**src/rtl/pipeline_hazard_ctrl.sv**
```systemverilog
// -----------------------------------------------------------------------------
// pipeline_hazard_ctrl
//
// Central stall/flush controller for the four inter-stage pipeline registers
// (IF/ID, ID/EX, EX/MEM, MEM/WB) and the PC. Each stage register gets a write
// enable and a flush; a flushed stage register loads an all-zero bubble.
//
// Hazards, highest priority first:
//   1. data-memory wait      - freeze the whole pipe (FSM and mc counter too)
//   2. multicycle op waiting - hold IF/ID, ID/EX; bubble into EX/MEM
//   3. branch redirect       - squash IF/ID and ID/EX
//   4. multicycle op start   - same stall pattern as 2, enter MC_WAIT
//   5. load-use              - hold PC, IF/ID; bubble into ID/EX
//
// Ports:
//   clk, rst           clock; asynchronous active-high reset
//   i_id_rs1/rs2       source registers of the ID instruction
//   i_id_uses_rs1/rs2  ID instruction actually reads that source
//   i_ex_is_load       EX instruction is a load
//   i_ex_rd            destination register of the EX instruction
//   i_ex_mc_start      EX holds a multicycle op (held high while in EX)
//   i_branch_taken     EX resolved a redirect
//   i_mem_req          MEM stage accesses data memory
//   i_mem_ready        data memory completes the access this cycle
//   o_pc_en            PC write enable
//   o_stage_en[3:0]    stage register write enables (bit 0 = IF/ID)
//   o_stage_flush[3:0] stage register bubble insert
//   o_mc_busy          FSM is in MC_WAIT
//   o_stall_cnt        saturating count of cycles with o_pc_en = 0
// -----------------------------------------------------------------------------
module pipeline_hazard_ctrl #(
  parameter int REG_ADDR_W = 5,
  parameter int MC_LATENCY = 4,
  parameter int CNT_W      = 16
) (
  input  logic                  clk,
  input  logic                  rst,
  input  logic [REG_ADDR_W-1:0] i_id_rs1,
  input  logic [REG_ADDR_W-1:0] i_id_rs2,
  input  logic                  i_id_uses_rs1,
  input  logic                  i_id_uses_rs2,
  input  logic                  i_ex_is_load,
  input  logic [REG_ADDR_W-1:0] i_ex_rd,
  input  logic                  i_ex_mc_start,
  input  logic                  i_branch_taken,
  input  logic                  i_mem_req,
  input  logic                  i_mem_ready,
  output logic                  o_pc_en,
  output logic [3:0]            o_stage_en,
  output logic [3:0]            o_stage_flush,
  output logic                  o_mc_busy,
  output logic [CNT_W-1:0]      o_stall_cnt
);

  if (MC_LATENCY < 2) begin : g_latency_check
    $error("pipeline_hazard_ctrl: MC_LATENCY must be >= 2");
  end

  localparam int MC_CNT_W = (MC_LATENCY > 2) ? $clog2(MC_LATENCY) : 1;

  // Enable/flush patterns shared by the hazard cases.
  localparam logic [3:0] EN_ALL      = 4'b1111;
  localparam logic [3:0] EN_NONE     = 4'b0000;
  localparam logic [3:0] EN_MC       = 4'b1100;
  localparam logic [3:0] FLUSH_MC    = 4'b0100;
  localparam logic [3:0] EN_LU       = 4'b1110;
  localparam logic [3:0] FLUSH_LU    = 4'b0010;
  localparam logic [3:0] FLUSH_BR    = 4'b0011;
  localparam logic [3:0] FLUSH_NONE  = 4'b0000;

  typedef enum logic [0:0] {
    ST_RUN     = 1'b0,
    ST_MC_WAIT = 1'b1
  } state_t;

  state_t                state_r;
  state_t                nxt_state_s;
  logic [MC_CNT_W-1:0]   mc_cnt_r;
  logic [MC_CNT_W-1:0]   nxt_mc_cnt_s;
  logic [CNT_W-1:0]      stall_cnt_r;

  logic                  mem_stall_s;
  logic                  rs1_hit_s;
  logic                  rs2_hit_s;
  logic                  load_use_s;
  logic                  pc_en_s;
  logic [3:0]            stage_en_s;
  logic [3:0]            stage_flush_s;

  // Hazard detection terms; register 0 is hard-wired and never a dependency.
  always_comb begin
    mem_stall_s = i_mem_req & ~i_mem_ready;
    rs1_hit_s   = i_id_uses_rs1 & (i_id_rs1 == i_ex_rd);
    rs2_hit_s   = i_id_uses_rs2 & (i_id_rs2 == i_ex_rd);
    load_use_s  = i_ex_is_load & (i_ex_rd != {REG_ADDR_W{1'b0}}) & (rs1_hit_s | rs2_hit_s);
  end

  // Priority resolution of the hazards into enables, flushes and next state.
  always_comb begin
    pc_en_s       = 1'b1;
    stage_en_s    = EN_ALL;
    stage_flush_s = FLUSH_NONE;
    nxt_state_s   = state_r;
    nxt_mc_cnt_s  = mc_cnt_r;

    if (rst) begin
      pc_en_s       = 1'b0;
      stage_en_s    = EN_NONE;
      stage_flush_s = FLUSH_NONE;
    end else if (mem_stall_s) begin
      // Whole pipe frozen; FSM and mc counter hold their values.
      pc_en_s       = 1'b0;
      stage_en_s    = EN_NONE;
      stage_flush_s = FLUSH_NONE;
    end else if (state_r == ST_MC_WAIT) begin
      if (mc_cnt_r != {MC_CNT_W{1'b0}}) begin
        pc_en_s       = 1'b0;
        stage_en_s    = EN_MC;
        stage_flush_s = FLUSH_MC;
        nxt_mc_cnt_s  = mc_cnt_r - MC_CNT_W'(1'b1);
      end else begin
        // Final cycle of the op: let it advance out of EX.
        nxt_state_s   = ST_RUN;
      end
    end else if (i_branch_taken) begin
      stage_flush_s = FLUSH_BR;
    end else if (i_ex_mc_start) begin
      // Start cycle counts as cycle 1, MC_WAIT covers the remaining cycles.
      pc_en_s       = 1'b0;
      stage_en_s    = EN_MC;
      stage_flush_s = FLUSH_MC;
      nxt_mc_cnt_s  = MC_CNT_W'(MC_LATENCY - 2);
      nxt_state_s   = ST_MC_WAIT;
    end else if (load_use_s) begin
      pc_en_s       = 1'b0;
      stage_en_s    = EN_LU;
      stage_flush_s = FLUSH_LU;
    end else begin
      pc_en_s       = 1'b1;
      stage_en_s    = EN_ALL;
      stage_flush_s = FLUSH_NONE;
    end
  end

  // FSM state and multicycle countdown.
  always_ff @(posedge clk or posedge rst) begin
    if (rst) begin
      state_r  <= ST_RUN;
      mc_cnt_r <= {MC_CNT_W{1'b0}};
    end else begin
      state_r  <= nxt_state_s;
      mc_cnt_r <= nxt_mc_cnt_s;
    end
  end

  // Saturating stalled-cycle performance counter.
  always_ff @(posedge clk or posedge rst) begin
    if (rst) begin
      stall_cnt_r <= {CNT_W{1'b0}};
    end else if (!pc_en_s && (stall_cnt_r != {CNT_W{1'b1}})) begin
      stall_cnt_r <= stall_cnt_r + CNT_W'(1'b1);
    end else begin
      stall_cnt_r <= stall_cnt_r;
    end
  end

  // Output drive; busy is forced low while reset is applied.
  always_comb begin
    o_pc_en       = pc_en_s;
    o_stage_en    = stage_en_s;
    o_stage_flush = stage_flush_s;
    o_mc_busy     = (state_r == ST_MC_WAIT) & ~rst;
    o_stall_cnt   = stall_cnt_r;
  end

endmodule

```
**config.mk**
```make
export PLATFORM = sky130hd
export DESIGN_NAME = pipeline_hazard_ctrl
export DESIGN_NICKNAME = d
export VERILOG_FILES = /design/src/rtl/pipeline_hazard_ctrl.sv
export SDC_FILE = /design/constraint.sdc
export NUM_CORES = 1
export LEC_CHECK = 0
export ABC_AREA = 1
export CORE_MARGIN = 3
export CORE_UTILIZATION = 45
export DETAILED_ROUTE_END_ITERATION = 16
export PLACE_DENSITY = 0.8
export SLEW_MARGIN = 10
export SYNTH_ARGS = -nofsm -noshare
export SYNTH_HDL_FRONTEND = slang
export SYNTH_SLANG_ARGS = --single-unit
```
**constraint.sdc**
```tcl
create_clock -name clk -period 3.2 [get_ports clk]
set_clock_uncertainty 0.15 [all_clocks]
set_input_delay 0.8 -clock clk [delete_from_list [all_inputs] [get_ports clk]]
set_output_delay 0.8 -clock clk [all_outputs]
set_load 0.02 [all_outputs]
```
# [After elaboration in Yosys (flattened, before gate mapping)]
# Cells that the tools add are included.
[word_totals] reg_bits=19 latch_bits=0 ram_bits=0 romBits=0 inputBits=24 out_inout_bits=26 wordCells=56 memories=0
[op_classes] add_sub_neg=2 mul=0 div=0 order_cmp=0 n_eq_ne=5 shifts=0 n_mux=29 n_bitwise=10 n_reduce_logical=7
[op_table] cell="4-bit 2-to-1 mux" count=6
[op_table] cell="16-bit by 1-bit adder with 16-bit output, second input constant" count=1
[op_table] cell="2-bit 2-to-1 mux" count=8
[op_table] cell="16-bit != test, second input constant" count=1
[op_table] cell="1-bit 2-to-1 mux" count=12
[op_table] cell="5-bit == test" count=2
[op_table] cell="3-bit 2-to-1 mux" count=3
[op_table] cell="1-bit AND" count=6
[op_table] cell="5-bit AND reduction" count=1
[op_table] cell="5-bit nonzero test" count=1
[op_table] cell="2-bit by 1-bit != test with 1-bit output, second input constant" count=2
[op_table] cell="2-bit nonzero test" count=2
[op_table] cell="1-bit inverter" count=3
[op_table] cell="2-bit AND reduction" count=1
[op_table] cell="2-bit by 1-bit subtractor with 2-bit output, second input constant" count=1
[op_table] cell="1-bit logical AND" count=1
[op_table] cell="1-bit zero test" count=1
[op_table] cell="1-bit OR" count=1

# [Depth between registers and ports, before layout]
# Gate-level depths: netlist of run 1.
[logic_depth] ltp_word=12 mapped_depth=12

# [Least setup slack after synthesis of run 1]
# Ideal clock, no wire load.
[synth_timing] kind="input port to output port" from="input port rst" to="output port o_stage_en[0]" arrival_time_ns=2.713 required_ns=2.250 slack_ns=-0.463 path_stages=7 path_buffers=2 cell_sequence="inv_1 o21ai_0 nor2_1 nand2_2 buf_2 inv_1 buf_4"
[synth_via] elab_chain_cells=1
[synth_lines] item="from (decl)" line_no="37" source="input logic rst,"
[synth_lines] item="4-bit 2-to-1 mux" line_no="106" source="if (rst) begin"
[synth_lines] item="to (decl)" line_no="49" source="output logic [3:0] o_stage_en,"
# No other way between the ends.

# [Final worst setup path of run 1]
[layout_timing] from="input port i_branch_taken" to="output port o_stage_flush[2]"
[layout_via] elab_chain_cells=4
[layout_lines] item="from (decl)" line_no="45" source="input logic i_branch_taken,"
[layout_lines] item="3-bit 2-to-1 mux" line_no="125" source="end else if (i_branch_taken) begin"
[layout_lines] item="4-bit 2-to-1 mux" line_no="115" source="end else if (state_r == ST_MC_WAIT) begin"
[layout_lines] item="4-bit 2-to-1 mux" line_no="110" source="end else if (mem_stall_s) begin"
[layout_lines] item="4-bit 2-to-1 mux" line_no="106"
[layout_lines] item="to (decl)" line_no="50" source="output logic [3:0] o_stage_flush,"
# No other way between the ends.

==> reports/results.ini, run 1 <==
[outcome]
status=completed

[clock_network]
clock_path_buffers=2
numCtsBuffers=3
h-tree-depth=1
clk_latency_ns=0.30
cts_root_buffer=clkbuf_4
cts_tree=done
cts_num_sinks=19
path_clk_slew_ns=0.11

[die]
core_um2=2900
die_h_um=62.60
rows=19
die_area_um2=3918
initial_core_util=0.4970
io_pins=50
die_w_um=62.60

[sta]
finalSetupViolCount=0
min_period_over_period=0.9654
fmax_mhz=323.7
hold_viol_final=0
period_minus_slack_ns=3.089
slew_violations=0
rsz0062_at_grt=false

[power]
peakVddDrop_uv=406.2
leakage_nw=1.060
cellPowerDensity_nw_per_um2=503.8

[run]
maxCapViolCount=0

[worst_setup_path]
cp.required_ns=2.25
path_cells=clkdlybuf4s50_1, nor2_1, nand2_1, o21a_1, nor2_1, dlygate4sd2_1
startpoint=i_branch_taken
path_buf_inv=2
critPathArrivalTime_ns=2.14
cp_common_cell=nor2_1
r2r_start=o_stall_cnt[0]$_DFFE_PP0P_
slowest_delay_ns=0.42
criticalPathCategory=input port to primary output
crit_path_top_delay_cell=clkdlybuf4s50_1
worstSetupStartpointType=input port
crit_family=buffers and inverters
endpoint_kind=primary output
cp_max_fo=5

[detailed_routing]
routed_via_density=4.717
avgRoutedWirePerCell_um=10.55
drt-met1-wl_um=1585
ant_nets=0
wl_met2_um=1568
num_vias=1481
dr.max_layer_used=met4
first_iter_violations=71
drc=0
dr.pass1.iters=4
wl_met3_um=130
drt-total-wl_um=3312

[logic_synthesis]
ys_ff_latch=19
yosysWarnings=0
synth_cells=219
syn_area_per_cell_um2=6.582
ys_seq_area_frac=0.3299
synth_cell_types=25
syn_nets=245
synth.cell_area_um2=1441

[final_layout]
areaGrowthSynthToFinish_pct=38.89
layout-drive-gt1-share=0.09559
final_nets=299
fin_util=0.6903
final_area_um2=2002
layout_commonest_cell=nand2_1
diodes=0
final_cell_mix=nand2_1 (73), clkdlybuf4s50_1 (37), inv_1 (30), nand3_1 (29), nor2_1 (23)

[placement]
dp_hpwl_um=2701
placed_cell_area_um2=1989
gp_congestion=0.8868
port_buffers=48

[grt]
grtUsageTotal=0.1700
grt_pass1_wl_um=5575
grt_pass1_vias=1301
grt_max_degree=20
grt_antenna_before_repair=0
grt_overflow_total=0

[hold_path]
hp-class=register to register
hold_start=state_r$_DFFE_PP0P_

==> flip-flops by register name, summed over array words and instances, names as in the netlist <==
signal and cells:
state_r 1, mc_cnt_r 2, o_stall_cnt 16
==> synth_stat cells <==
library cell	number	area (um^2)
a21oi_1	1	5.000
a31o_2	1	8.760
a31oi_1	1	6.260
buf_2	2	10.01
buf_4	3	22.52
buf_6	1	11.26
conb_1	1	3.750
dfrtp_1	19	475.5
ha_1	2	25.02
inv_1	32	120.1
inv_2	1	3.750
nand2_1	73	274.0
nand2_2	2	12.51
nand2_4	1	11.26
nand3_1	29	145.1
nand4_1	2	12.51
nand4_4	1	21.27
nor2_1	24	90.09
nor2_2	1	6.260
nor3_1	3	15.01
nor3_4	1	16.27
o21a_1	1	7.510
o21ai_0	3	15.01
xnor2_1	5	43.79
xor2_1	9	78.83
==> timing repair <==
item,4_1_cts,5_1_grt
gates resized for setup,17,6
setup buffers,0,0
hold buffers,0,0
cloned,0,0
endpoints found under the setup margin,8,5
==> layer usage <==
metal | GRT usage | vias to the layer above
met5 | 0 | -
met4 | 0.04132 | 0
met3 | 0.03237 | 2
met2 | 0.2863 | 33
met1 | 0.2241 | 665
li1 | - | 781
==> power breakdown <==
part	switching [mW]	internal (mW)
logic	0.284	0.233
registers	0.0697	0.299
clock network	0.0764	0.0466
==> final timing paths <==
check / endpoint / slack [ns] / cells past startpoint
hold reg to reg: mc_cnt_r[1]$_DFFE_PP0P_ / 0.37 / 1
hold / removal: mc_cnt_r[1]$_DFFE_PP0P_ / 0.37 / 1
setup reg to reg: o_stall_cnt[4]$_DFFE_PP0P_ / 1.16 / 9
max in group asynchronous: o_stall_cnt[10]$_DFFE_PP0P_ / 2.26 / 3
min in group asynchronous: mc_cnt_r[0]$_DFFE_PP0P_ / 0.44 / 3
setup / recovery: o_stage_flush[2] / 0.11 / 6
==> area by class of cell <==
class / count / area (um^2)
flip-flops and latches: 19 / 475.5
well taps: 42 / 52.55
clock inverters: 1 / 5.005
fillers: 282 / 898.4
repair buffers: 55 / 518.0
inverters: 33 / 127.6
clock buffers: 3 / 22.52
multi-input cells: 161 / 800.8
==> logic make-up after synthesis <==
family	synth area share
compound gates	0.02951
flops	0.3299
other cells	0.002602
xor+xnor	0.08507
simple gates	0.4193
fa+ha+maj	0.01736
buf+inv	0.1163
==> through the flow <==
stage	instances	power [mW]	TNS [ns]	hold slack (ns)	setup WS (ns)
after floorplan	219	0.6899	0	0.3217	0.04059
after CTS	314	1.018	0	0.3825	0.03424
after global placement	310	0.8972	-1.406	0.3525	-0.2861
after global routing	314	1.088	0	0.4012	0.003843
final	314	1.009	0	0.3741	0.1107
after detailed placement	310	0.9100	-1.563	0.3669	-0.3294
Power figures use the tool's default switching activity.
==> run 2: changes to the inputs <==
--- a/config.mk
+++ b/config.mk
@@ -6,7 +6,6 @@
 export NUM_CORES = 1
 export LEC_CHECK = 0
 export ABC_AREA = 1
-export CORE_MARGIN = 3
 export CORE_UTILIZATION = 45
 export DETAILED_ROUTE_END_ITERATION = 16
 export PLACE_DENSITY = 0.8
==> reports/results.ini, run 2 (synthesis gave the netlist of run 1 again) <==
[clock_network]
cts_tree=done
h-tree-depth=1
cts_hold_buf=0
path_clk_slew_ns=0.10
numCtsBuffers=3
clock_path_buffers=2
clk_latency_ns=0.30
post_cts_buffers=0
cts_root_buffer=clkbuf_4
cts_num_sinks=19

[grt]
busiest_layer=met2
grt_use_met3=0.04615
grt_use_met2=0.3563
grt_pass1_vias=1292
grtUsageMet1=0.2705
grt_overflow_total=0
grt_pass1_wl_um=5554
grt_antenna_before_repair=0
grt_max_degree=20
grtUsageTotal=0.2106

[final_layout]
largest_reg_flops=16
diodes=0
areaGrowthSynthToFinish_pct=39.76
final_cell_mix=nand2_1 (72), clkdlybuf4s50_1 (36), inv_1 (30), nand3_1 (28), nor2_1 (23)
filler_cell_count=284
layout_commonest_cell=nand2_1
final_nets=299
layout-drive-gt1-share=0.1029

[power]
total_power_mw=1.012
cellPowerDensity_nw_per_um2=502.3
leakage_nw=1.069
peakVddDrop_uv=213.3

[sta]
finalSetupViolCount=0
fmax_mhz=323.0
hold_viol_final=0
period_minus_slack_ns=3.096
timing.setup.tns_ns=0
slew_violations=0
rsz0062_at_grt=false
min_period_over_period=0.9674

[detailed_routing]
routed_via_density=4.573
drt-total-wl_um=3122
num_vias=1445
drc=0
dr.pass1.iters=4
ant_nets=0
first_iter_violations=57
avgRoutedWirePerCell_um=9.880

[worst_setup_path]
rrSetupSlack_ns=1.11
ff2ff_path_depth=9
cp.required_ns=2.25
worstSetupStartpointType=input port
critPathArrivalTime_ns=2.15
criticalPathCategory=input port to primary output
cp_max_fo=3
endpoint_kind=primary output

[die]
rows=20
io_pins=50
initial_core_util=0.4721
core_um2=3053
die_h_um=58.60
die_w_um=58.60
die_area_um2=3433

[placement]
gp_congestion=0.9142
port_buffers=48
dp_hpwl_um=2493

[hold_path]
min_path_cells=1
hp-class=register to register

[run]
maxCapViolCount=0

[outcome]
status=completed

[run 2: cell count changes in the layout (fill, tap and decap cells not counted), sizes merged]
cell	before	now
clkdlybuf4s50	37	36
dlymetal6s2s	2	3
[run 2: where the power goes]
part,switching [mW],internal [mW]
clock,0.0730,0.0467
sequential,0.0700,0.299
combinational,0.287,0.237
[run 2: final timing paths]
kind / to / from
min in group asynchronous: o_stall_cnt[2]$_DFFE_PP0P_ / rst
max reg2reg: o_stall_cnt[2]$_DFFE_PP0P_ / o_stall_cnt[0]$_DFFE_PP0P_
min reg2reg: mc_cnt_r[1]$_DFFE_PP0P_ / state_r$_DFFE_PP0P_
max in group asynchronous: o_stall_cnt[10]$_DFFE_PP0P_ / rst
min: mc_cnt_r[1]$_DFFE_PP0P_ / state_r$_DFFE_PP0P_
max: o_stage_flush[1] / i_ex_rd[0]
[run 2: through the flow]
step	util	hold slack [ns]	setup slack, ns	instance area (um^2)	instances
after floorplan	-	0.3217	0.04059	1448	219
after global placement	0.6525	0.3525	-0.2803	1992	312
after detailed placement	0.6525	0.3568	-0.2829	1992	312
after CTS	0.6602	0.3719	0.02684	2016	316
after global routing	0.6598	0.3994	0.002083	2014	316
final	0.6598	0.3732	0.1043	2014	316
[run 2: per-layer routing]
layer | vias up | wire [um] | part of all wire
met4 | 0 | 41 | 0.013
met3 | 4 | 129 | 0.041
met2 | 35 | 1434 | 0.46
met1 | 625 | 1517 | 0.49
li1 | 781 | - | -
met5 | - | 0 | 0
[run 2: area by class of cell]
| cell class | instances | area (um^2) | share of cell area |
|---|---|---|---|
| multi-input combinational | 161 | 808.3 | 0.4012 |
| inverter | 33 | 127.6 | 0.06335 |
| sequential | 19 | 475.5 | 0.2360 |
| timing repair buffer | 55 | 520.5 | 0.2584 |
| tap | 44 | 55.05 | 0.02733 |
| clock buffer | 3 | 22.52 | 0.01118 |
| clock inverter | 1 | 5.005 | 0.002484 |
[run 2: critical path, cell delays in order]
cell,delay [ns]
clkdlybuf4s50_1,0.44
inv_1,0.10
nand4_1,0.08
o21ai_0,0.16
inv_1,0.09
a31o_2,0.23
clkdlybuf4s15_2,0.25
[run 2: repair_timing]
action | CTS | global route
gates resized for setup | 15 | 10
hold endpoints to repair | 0 | 0
pin swaps | 0 | 3
endpoints found under the setup margin | 8 | 4
==> run 3: changes to the inputs <==
--- a/config.mk
+++ b/config.mk
@@ -7,6 +7,7 @@
 export LEC_CHECK = 0
 export ABC_AREA = 1
 export CORE_UTILIZATION = 45
+export CTS_CLUSTER_SIZE = 8
 export DETAILED_ROUTE_END_ITERATION = 16
 export PLACE_DENSITY = 0.8
 export SLEW_MARGIN = 10
==> results of run 3 <==
Final layout, timing and power as in run 2 (identical DEF).
